**src/rtl/mem_arbiter_if.sv**
```systemverilog
// Bus bundle between the operand-memory arbiter, its two requesters and the
// dual-bank operand memory.
//   Port A / Port B : Req, We, Sel, Addr, Wdata (requester -> arbiter), Ack (arbiter -> requester)
//   Rdata, Busy     : shared read data and activity flag (arbiter -> requesters)
//   Addr, Data_In, W_En, M_Sel : memory control pins (arbiter -> memory)
//   Data1_O, Data2_O           : bank 0 / bank 1 read data (memory -> arbiter)
interface mem_arbiter_if #(
  parameter int unsigned DATA_WIDTH = 9,
  parameter int unsigned ADDR_WIDTH = 4
);
  logic                  A_Req;
  logic                  A_We;
  logic                  A_Sel;
  logic [ADDR_WIDTH-1:0] A_Addr;
  logic [DATA_WIDTH-1:0] A_Wdata;
  logic                  A_Ack;

  logic                  B_Req;
  logic                  B_We;
  logic                  B_Sel;
  logic [ADDR_WIDTH-1:0] B_Addr;
  logic [DATA_WIDTH-1:0] B_Wdata;
  logic                  B_Ack;

  logic [DATA_WIDTH-1:0] Rdata;
  logic                  Busy;
  logic [ADDR_WIDTH-1:0] Addr;
  logic [DATA_WIDTH-1:0] Data_In;
  logic                  W_En;
  logic                  M_Sel;
  logic [DATA_WIDTH-1:0] Data1_O;
  logic [DATA_WIDTH-1:0] Data2_O;

  // Arbiter side
  modport slave (
    input  A_Req, A_We, A_Sel, A_Addr, A_Wdata,
    input  B_Req, B_We, B_Sel, B_Addr, B_Wdata,
    input  Data1_O, Data2_O,
    output A_Ack, B_Ack, Rdata, Busy, Addr, Data_In, W_En, M_Sel
  );

  // Requesters plus memory side
  modport master (
    output A_Req, A_We, A_Sel, A_Addr, A_Wdata,
    output B_Req, B_We, B_Sel, B_Addr, B_Wdata,
    output Data1_O, Data2_O,
    input  A_Ack, B_Ack, Rdata, Busy, Addr, Data_In, W_En, M_Sel
  );
endinterface

```
**src/rtl/mem_arbiter.sv**
```systemverilog
// Round-robin arbiter/sequencer for the shared dual-bank operand memory.
// Serialises single-word reads/writes from port A (operand loader) and
// port B (multiplier operand fetch); all outputs are registered.
//   Clk   : rising-edge clock
//   Rst_n : synchronous active-low reset
//   bus   : mem_arbiter_if.slave (requester handshakes, memory pins, Rdata/Busy)
module mem_arbiter #(
  parameter int unsigned DATA_WIDTH = 9,
  parameter int unsigned ADDR_WIDTH = 4
) (
  input logic          Clk,
  input logic          Rst_n,
  mem_arbiter_if.slave bus
);

  typedef enum logic [1:0] {
    ST_IDLE  = 2'd0,
    ST_ISSUE = 2'd1,
    ST_WAIT  = 2'd2,
    ST_ACK   = 2'd3
  } state_t;

  localparam logic GNT_A = 1'b0;
  localparam logic GNT_B = 1'b1;

  state_t                state_q,    state_d;
  logic                  last_gnt_q, last_gnt_d;
  logic                  a_ack_q,    a_ack_d;
  logic                  b_ack_q,    b_ack_d;
  logic                  busy_q,     busy_d;
  logic                  w_en_q,     w_en_d;
  logic                  m_sel_q,    m_sel_d;
  logic [ADDR_WIDTH-1:0] addr_q,     addr_d;
  logic [DATA_WIDTH-1:0] data_in_q,  data_in_d;
  logic [DATA_WIDTH-1:0] rdata_q,    rdata_d;

  logic any_req_c;
  logic win_b_c;

  // B wins if it is alone, or if both request and A was granted last
  assign any_req_c = bus.A_Req | bus.B_Req;
  assign win_b_c   = bus.B_Req & (~bus.A_Req | (last_gnt_q == GNT_A));

  // State and output registers
  always_ff @(posedge Clk) begin
    if (!Rst_n) begin
      state_q    <= ST_IDLE;
      last_gnt_q <= GNT_B;
      a_ack_q    <= 1'b0;
      b_ack_q    <= 1'b0;
      busy_q     <= 1'b0;
      w_en_q     <= 1'b0;
      m_sel_q    <= 1'b0;
      addr_q     <= '0;
      data_in_q  <= '0;
      rdata_q    <= '0;
    end else begin
      state_q    <= state_d;
      last_gnt_q <= last_gnt_d;
      a_ack_q    <= a_ack_d;
      b_ack_q    <= b_ack_d;
      busy_q     <= busy_d;
      w_en_q     <= w_en_d;
      m_sel_q    <= m_sel_d;
      addr_q     <= addr_d;
      data_in_q  <= data_in_d;
      rdata_q    <= rdata_d;
    end
  end

  // Next-state logic; in ISSUE, w_en_q still holds the latched We
  always_comb begin
    state_d = state_q;
    case (state_q)
      ST_IDLE:  if (any_req_c) state_d = ST_ISSUE;
      ST_ISSUE: state_d = w_en_q ? ST_ACK : ST_WAIT;
      ST_WAIT:  state_d = ST_ACK;
      ST_ACK:   state_d = ST_IDLE;
      default:  state_d = ST_IDLE;
    endcase
  end

  // Next values of the registered outputs
  always_comb begin
    last_gnt_d = last_gnt_q;
    m_sel_d    = m_sel_q;
    addr_d     = addr_q;
    data_in_d  = data_in_q;
    rdata_d    = rdata_q;
    w_en_d     = 1'b0;
    busy_d     = (state_d != ST_IDLE);
    // last_gnt_q names the port owning the transaction in flight
    a_ack_d    = (state_d == ST_ACK) && (last_gnt_q == GNT_A);
    b_ack_d    = (state_d == ST_ACK) && (last_gnt_q == GNT_B);

    case (state_q)
      ST_IDLE: begin
        if (any_req_c) begin
          last_gnt_d = win_b_c ? GNT_B : GNT_A;
          if (win_b_c) begin
            w_en_d    = bus.B_We;
            m_sel_d   = bus.B_Sel;
            addr_d    = bus.B_Addr;
            data_in_d = bus.B_Wdata;
          end else begin
            w_en_d    = bus.A_We;
            m_sel_d   = bus.A_Sel;
            addr_d    = bus.A_Addr;
            data_in_d = bus.A_Wdata;
          end
        end
      end
      ST_WAIT:  rdata_d = m_sel_q ? bus.Data2_O : bus.Data1_O;
      default: ;
    endcase
  end

  assign bus.A_Ack   = a_ack_q;
  assign bus.B_Ack   = b_ack_q;
  assign bus.Busy    = busy_q;
  assign bus.W_En    = w_en_q;
  assign bus.M_Sel   = m_sel_q;
  assign bus.Addr    = addr_q;
  assign bus.Data_In = data_in_q;
  assign bus.Rdata   = rdata_q;

endmodule

```
**src/flat_wrapper.sv**
```systemverilog
// flat-port wrapper written by rule: the top's interface ports become plain ports
module mem_arbiter_flat 
#(
  parameter int unsigned DATA_WIDTH = 9,
  parameter int unsigned ADDR_WIDTH = 4
)
  (Clk, Rst_n, bus_A_Req, bus_A_We, bus_A_Sel, bus_A_Addr, bus_A_Wdata, bus_B_Req, bus_B_We, bus_B_Sel, bus_B_Addr, bus_B_Wdata, bus_Data1_O, bus_Data2_O, bus_A_Ack, bus_B_Ack, bus_Rdata, bus_Busy, bus_Addr, bus_Data_In, bus_W_En, bus_M_Sel);
  mem_arbiter_if #(.DATA_WIDTH(DATA_WIDTH), .ADDR_WIDTH(ADDR_WIDTH)) bus_i ();
  input logic Clk;
  input logic Rst_n;
  input wire logic [$bits(bus_i.A_Req)-1:0] bus_A_Req;
  input wire logic [$bits(bus_i.A_We)-1:0] bus_A_We;
  input wire logic [$bits(bus_i.A_Sel)-1:0] bus_A_Sel;
  input wire logic [$bits(bus_i.A_Addr)-1:0] bus_A_Addr;
  input wire logic [$bits(bus_i.A_Wdata)-1:0] bus_A_Wdata;
  input wire logic [$bits(bus_i.B_Req)-1:0] bus_B_Req;
  input wire logic [$bits(bus_i.B_We)-1:0] bus_B_We;
  input wire logic [$bits(bus_i.B_Sel)-1:0] bus_B_Sel;
  input wire logic [$bits(bus_i.B_Addr)-1:0] bus_B_Addr;
  input wire logic [$bits(bus_i.B_Wdata)-1:0] bus_B_Wdata;
  input wire logic [$bits(bus_i.Data1_O)-1:0] bus_Data1_O;
  input wire logic [$bits(bus_i.Data2_O)-1:0] bus_Data2_O;
  output wire logic [$bits(bus_i.A_Ack)-1:0] bus_A_Ack;
  output wire logic [$bits(bus_i.B_Ack)-1:0] bus_B_Ack;
  output wire logic [$bits(bus_i.Rdata)-1:0] bus_Rdata;
  output wire logic [$bits(bus_i.Busy)-1:0] bus_Busy;
  output wire logic [$bits(bus_i.Addr)-1:0] bus_Addr;
  output wire logic [$bits(bus_i.Data_In)-1:0] bus_Data_In;
  output wire logic [$bits(bus_i.W_En)-1:0] bus_W_En;
  output wire logic [$bits(bus_i.M_Sel)-1:0] bus_M_Sel;
  assign bus_i.A_Req = bus_A_Req;
  assign bus_i.A_We = bus_A_We;
  assign bus_i.A_Sel = bus_A_Sel;
  assign bus_i.A_Addr = bus_A_Addr;
  assign bus_i.A_Wdata = bus_A_Wdata;
  assign bus_i.B_Req = bus_B_Req;
  assign bus_i.B_We = bus_B_We;
  assign bus_i.B_Sel = bus_B_Sel;
  assign bus_i.B_Addr = bus_B_Addr;
  assign bus_i.B_Wdata = bus_B_Wdata;
  assign bus_i.Data1_O = bus_Data1_O;
  assign bus_i.Data2_O = bus_Data2_O;
  assign bus_A_Ack = bus_i.A_Ack;
  assign bus_B_Ack = bus_i.B_Ack;
  assign bus_Rdata = bus_i.Rdata;
  assign bus_Busy = bus_i.Busy;
  assign bus_Addr = bus_i.Addr;
  assign bus_Data_In = bus_i.Data_In;
  assign bus_W_En = bus_i.W_En;
  assign bus_M_Sel = bus_i.M_Sel;
  mem_arbiter #(.DATA_WIDTH(DATA_WIDTH), .ADDR_WIDTH(ADDR_WIDTH)) u_core (.Clk(Clk), .Rst_n(Rst_n), .bus(bus_i));
endmodule
```
**config.mk**
```make
export PLATFORM = sky130hd
export DESIGN_NAME = mem_arbiter_flat
export DESIGN_NICKNAME = d
export VERILOG_FILES = /design/src/rtl/mem_arbiter_if.sv /design/src/rtl/mem_arbiter.sv /design/src/flat_wrapper.sv
export SDC_FILE = /design/constraint.sdc
export NUM_CORES = 1
export LEC_CHECK = 0
export ABC_AREA = 1
export BUFFER_PORTS_ARGS = -buffer_cell sky130_fd_sc_hd__buf_2
export CORE_ASPECT_RATIO = 0.6
export CORE_UTILIZATION = 40
export CTS_CLUSTER_SIZE = 25
export DETAILED_ROUTE_END_ITERATION = 8
export HOLD_SLACK_MARGIN = 0.12
export PLACE_DENSITY_LB_ADDON = 0.2
export SYNTH_ARGS = -nofsm -noshare
export SYNTH_HDL_FRONTEND = slang
export SYNTH_SLANG_ARGS = --single-unit
```
**constraint.sdc**
```tcl
create_clock -name Clk -period 1.35 [get_ports Clk]
set_input_delay 0.135 -clock Clk [delete_from_list [all_inputs] [get_ports Clk]]
set_output_delay 0.135 -clock Clk [all_outputs]
set_load 0.05 [all_outputs]
```
# Word-level counts from Yosys, hierarchy flattened

Cells that the tools add are included.

Bits in registers: 30
Bits of input ports: 52
Output and inout bits: 27
Word-level logic and storage cells: 34

Equal/unequal tests: 4
Mux-type cells: 9
Bitwise gates (word level): 5
Reduce and logical (&&, ||, !) cells: 6

Operator list:

| cell                                                            | count |
|---|---|
| 9-bit two-way mux                                               | 2 |
| 2-bit one-hot mux with 4 select lines                           | 1 |
| 2-bit == test, second input constant                            | 3 |
| 1-bit two-way mux                                               | 4 |
| 4-bit two-way mux                                               | 1 |
| 3-bit AND reduction                                             | 1 |
| 2-bit by 1-bit == test with 1-bit output, second input constant | 1 |
| 1-bit logical AND                                               | 2 |
| 2-bit zero test                                                 | 1 |
| 2-bit two-way mux                                               | 1 |
| 1-bit NOT                                                       | 2 |
| 1-bit OR                                                        | 2 |
| 2-bit AND reduction                                             | 1 |
| 2-bit nonzero test                                              | 1 |
| 1-bit bitwise AND                                               | 1 |

# Logic depth before layout (Yosys ltp)

Word-level depth: 5
Depth in mapped cells: 8
Depth with buffers taken out: 7

# Worst setup path before layout

OpenSTA, ideal clock, no wires.

Path kind: register -> register
Start: register u_core.m_sel_q, in the netlist u_core.bus.M_Sel
End: register u_core.rdata_q[6], in the netlist u_core.bus.Rdata[6]
Library setup time: 0.117 ns
Data arrival time: 1.306 ns
Data required time: 1.233 ns
Path slack: -0.073 ns
Stages on the path, launching flop included: 7
Period minus slack after synthesis: 1.423 ns
Cells stage by stage: dfxtp_1 -> buf_4 -> clkinv_1 -> nand2_1 -> nand3_1 -> o211ai_1 -> inv_1

Word-level cells in the longest chain between the ends: 1

Ends and longest elaborated chain:

| what                   | line               | RTL |
|---|---|---|
| from (decl)            | mem_arbiter.sv:32  | `logic m_sel_q, m_sel_d;` |
| from (signal assigned) | mem_arbiter.sv:64  | `m_sel_q <= m_sel_d;` |
| 9-bit two-way mux      | mem_arbiter.sv:113 | `ST_WAIT: rdata_d = m_sel_q ? bus.Data2_O : bus.Data1_O;` |
| to (signal assigned)   | mem_arbiter.sv:67  | `rdata_q <= rdata_d;` |
| to (decl)              | mem_arbiter.sv:35  | `logic [DATA_WIDTH-1:0] rdata_q, rdata_d;` |

No other way between the ends.
A chain may end at the register's enable or synchronous reset.

# Final worst setup path

Start: register u_core.state_q[1]
End: register u_core.addr_q[3], in the netlist u_core.bus.Addr[3]

Word-level cells in the longest chain between the ends: 2

Ends and longest elaborated chain:

| what                                 | line              | RTL |
|---|---|---|
| from (decl)                          | mem_arbiter.sv:26 | `state_t state_q, state_d;` |
| from (signal assigned)               | mem_arbiter.sv:58 | `state_q <= state_d;` |
| 2-bit zero test                      | mem_arbiter.sv:96 | `case (state_q)` |
| 2-bit AND reduction (no source line) | -                 |  |
| to (signal assigned)                 | mem_arbiter.sv:65 | `addr_q <= addr_d;` |
| to (decl)                            | mem_arbiter.sv:33 | `logic [ADDR_WIDTH-1:0] addr_q, addr_d;` |

No other way between the ends.

==> impl_metrics.ini <==
[status]
outcome = complete, no violations

[synth]
synth_largest_area_cell = dfxtp_1
syn_area_per_cell_sq_um = 6.70
ys_types = 16
synth.area.top_cells = dfxtp_1, nand2_1, nand3_1, nor2_1, a21boi_1
synth-main-ff-cell = dfxtp_1
synth_xor_area_frac = 0
synth_top_area_frac = 0.386
synth_edf_count = 0
synth_seq_area_share = 0.386
synth_top_family_by_area = simple AND/OR/NAND/NOR gates
netlist_area_sq_um = 1560
yosysMostFrequentCell = nand2_1
syn_inst = 232
synth_fa_ha_area_frac = 0.0322
synthMuxAreaShare = 0
synth-seq-cells = 30
yosys.area_share.simple = 0.340
synth.top_cells.by_count = nand2_1, nor2_1, dfxtp_1, inv_1, nand3_1
synthArstFlopShare = 0
yosys_warnings = 0
synth_compound_area_frac = 0.125
syn_nets = 288

[sta]
tightest_slew_ns = 0.609
setup_viol = 0
min_period_over_period = 0.898
grt_setup_unrepaired = no
fin_skew_ns = 0.00127
worst_slew_margin_rel = 0.594
period_minus_slack_ns = 1.21
slew_viol_final = 0
whs_ns = 0.185
clock.fmax_mhz = 825
hold_viol_final = 0

[worst_setup_path]
start_kind = register
path_buf_inv = 3
cp_data_required_time_ns = 1.52
slowest_delay_ns = 0.31
crit_family = flip-flops
cp_data_arrival_time_ns = 1.38
cp_cell_sequence = inv_1, ha_2, inv_1, nor2_4, buf_12, nand2_1, nor2_1, nor2_1
r2r_slack_ns = 0.14
cp-end-kind = register
crit_fanout = 15
crit_type = reg -> reg
cpMaxStageDelayCell = dfxtp_1

[final_layout]
finalInstanceArea_sq_um = 2120
instances_no_fill = 360
area_delta_synth_final_pct = 36.5
drive_gt1_frac = 0.313
num_antenna_cells = 0
nets = 368
fill_cells = 380

[clock_tree]
cts_buffers = 5
clkTransAtPathRegs_ns = 0.06
cts_root_buffer = clkbuf_8
cts_tree = done
insertion_delay_ns = 0.27
ctsHtreeMaxLevel = 2
clockBufferDepth = 2
cts.sinks = 30

[global_routing]
overflow = 0
grt_usage = 0.190
grt_pass1_vias = 1402
antenna_found_initial = 0
grt_pass1_wl_mm = 5.98
grt_max_degree = 31

[die]
die_area_sq_um = 4150
core-area_sq_um = 3700
die_h_microns = 50.3
start_util = 0.420
die_w_microns = 82.5
rows = 17
ios = 79

[place]
dp.cells = 349
dp_hpwl_mm = 2.75
place.gp.congestion = 0.744
portBuffers = 78
dpl-instance-area_sq_um = 1990

[power]
p_leak_uw = 0.00120
finalPower_uw = 4990
vdd_drop_max_mv = 1.21
pwr_density_cell_nw_per_um2 = 2350

[routing]
drt.antenna.violating_nets = 0
routed_wl_mm = 3.67
via_per_inst = 4.49
vias = 1616
first_pass_iters = 6
wl_per_cell_microns = 10.2
drtIter0Drc = 57
route.detailed.drc = 0

[flow_run]
drv_cap = 0

[min_path]
hp-class = in -> reg
tightest hold or removal path, delay by kind of cell:
| family | cells | cell delay [ns] |
|---|---|---|
| buffers and inverters | 2 | 0.12 |
| AND/OR/NAND/NOR | 2 | 0.10 |
| AO/OA/AOI/OAI | 1 | 0.07 |
cells by family after synthesis:
kind of cell / Yosys count
compound gates: 26
fa+ha+maj: 4
buf+inv: 43
flops: 30
simple gates: 129
cell usage in the layout, fill, tap and decap left out, drive strengths merged:
master,Yosys,layout
nand3,27,27
a21boi,14,14
a21oi,1,1
nand2,69,69
dlygate4sd3,0,2
o211ai,10,10
inv,28,28
o21ai,1,1
nor2,33,33
clkbuf,1,7
dfxtp,30,30
clkinv,1,2
ha,4,4
buf,13,85
per-layer routing:
layer  wire length [microns]  up-vias  part of all wire  global-route usage
li1                        -      884                 -                   -
met1                    1910      693              0.52               0.261
met2                    1540       37              0.42               0.284
met3                     212        2             0.058              0.0636
met4                       7        0            0.0019              0.0489
met5                       0        -                 0                   0
cell type report:
type / instances / area (sq um) / area share
repair buffers: 87 / 488 / 0.230
flip-flops and latches: 30 / 602 / 0.283
inverters: 29 / 109 / 0.0513
multi-input cells: 159 / 774 / 0.365
well taps: 47 / 58.8 / 0.0277
clock inverters: 1 / 5.00 / 0.00236
clock buffers: 7 / 86.3 / 0.0407
path summary, 6_finish.rpt:
check / startpoint / end / cells past startpoint
max: u_core.state_q[1] / u_core.bus.Addr[3] / 8
min: bus_Data1_O[6] / u_core.bus.Rdata[6] / 5
max reg2reg: u_core.state_q[1] / u_core.bus.Addr[3] / 8
min reg2reg: u_core.bus.Rdata[1] / u_core.bus.Rdata[1] / 2
report_power, final:
group	internal, uW	switching [uW]
Sequential	1240	169
Clock	410	314
Combinational	805	2050
timing repair:
| item | 4_1_cts | 5_1_grt |
|---|---|---|
| endpoints found under the hold margin | 1 | 0 |
| pin swaps | 1 | 0 |
| setup buffers | 1 | 0 |
| hold buffers | 2 | 0 |
| resized for setup | 0 | 2 |
| setup endpoints to repair | 14 | 13 |
| gates cloned | 0 | 0 |
sequential cells by signal, summed over array words and instances, names as in the netlist:
register / count
u_core.bus.Data_In: 9
u_core.bus.Rdata: 9
u_core.bus.Addr: 4
u_core.state_q: 2
u_core.bus.A_Ack: 1
u_core.bus.B_Ack: 1
u_core.bus.Busy: 1
u_core.bus.M_Sel: 1
u_core.bus.W_En: 1
u_core.last_gnt_q: 1
metrics by stage:
step	setup slack, ns	setup TNS [ns]	utilization
after CTS	0.100	0	0.573
after global routing	0.00281	0	0.574
after global placement	0.0216	0	0.538
after floorplan	0.105	0	-
final	0.138	0	0.574
after detailed placement	-0.0293	-0.251	0.538
Note: power is estimated with default switching activity, not from simulation.
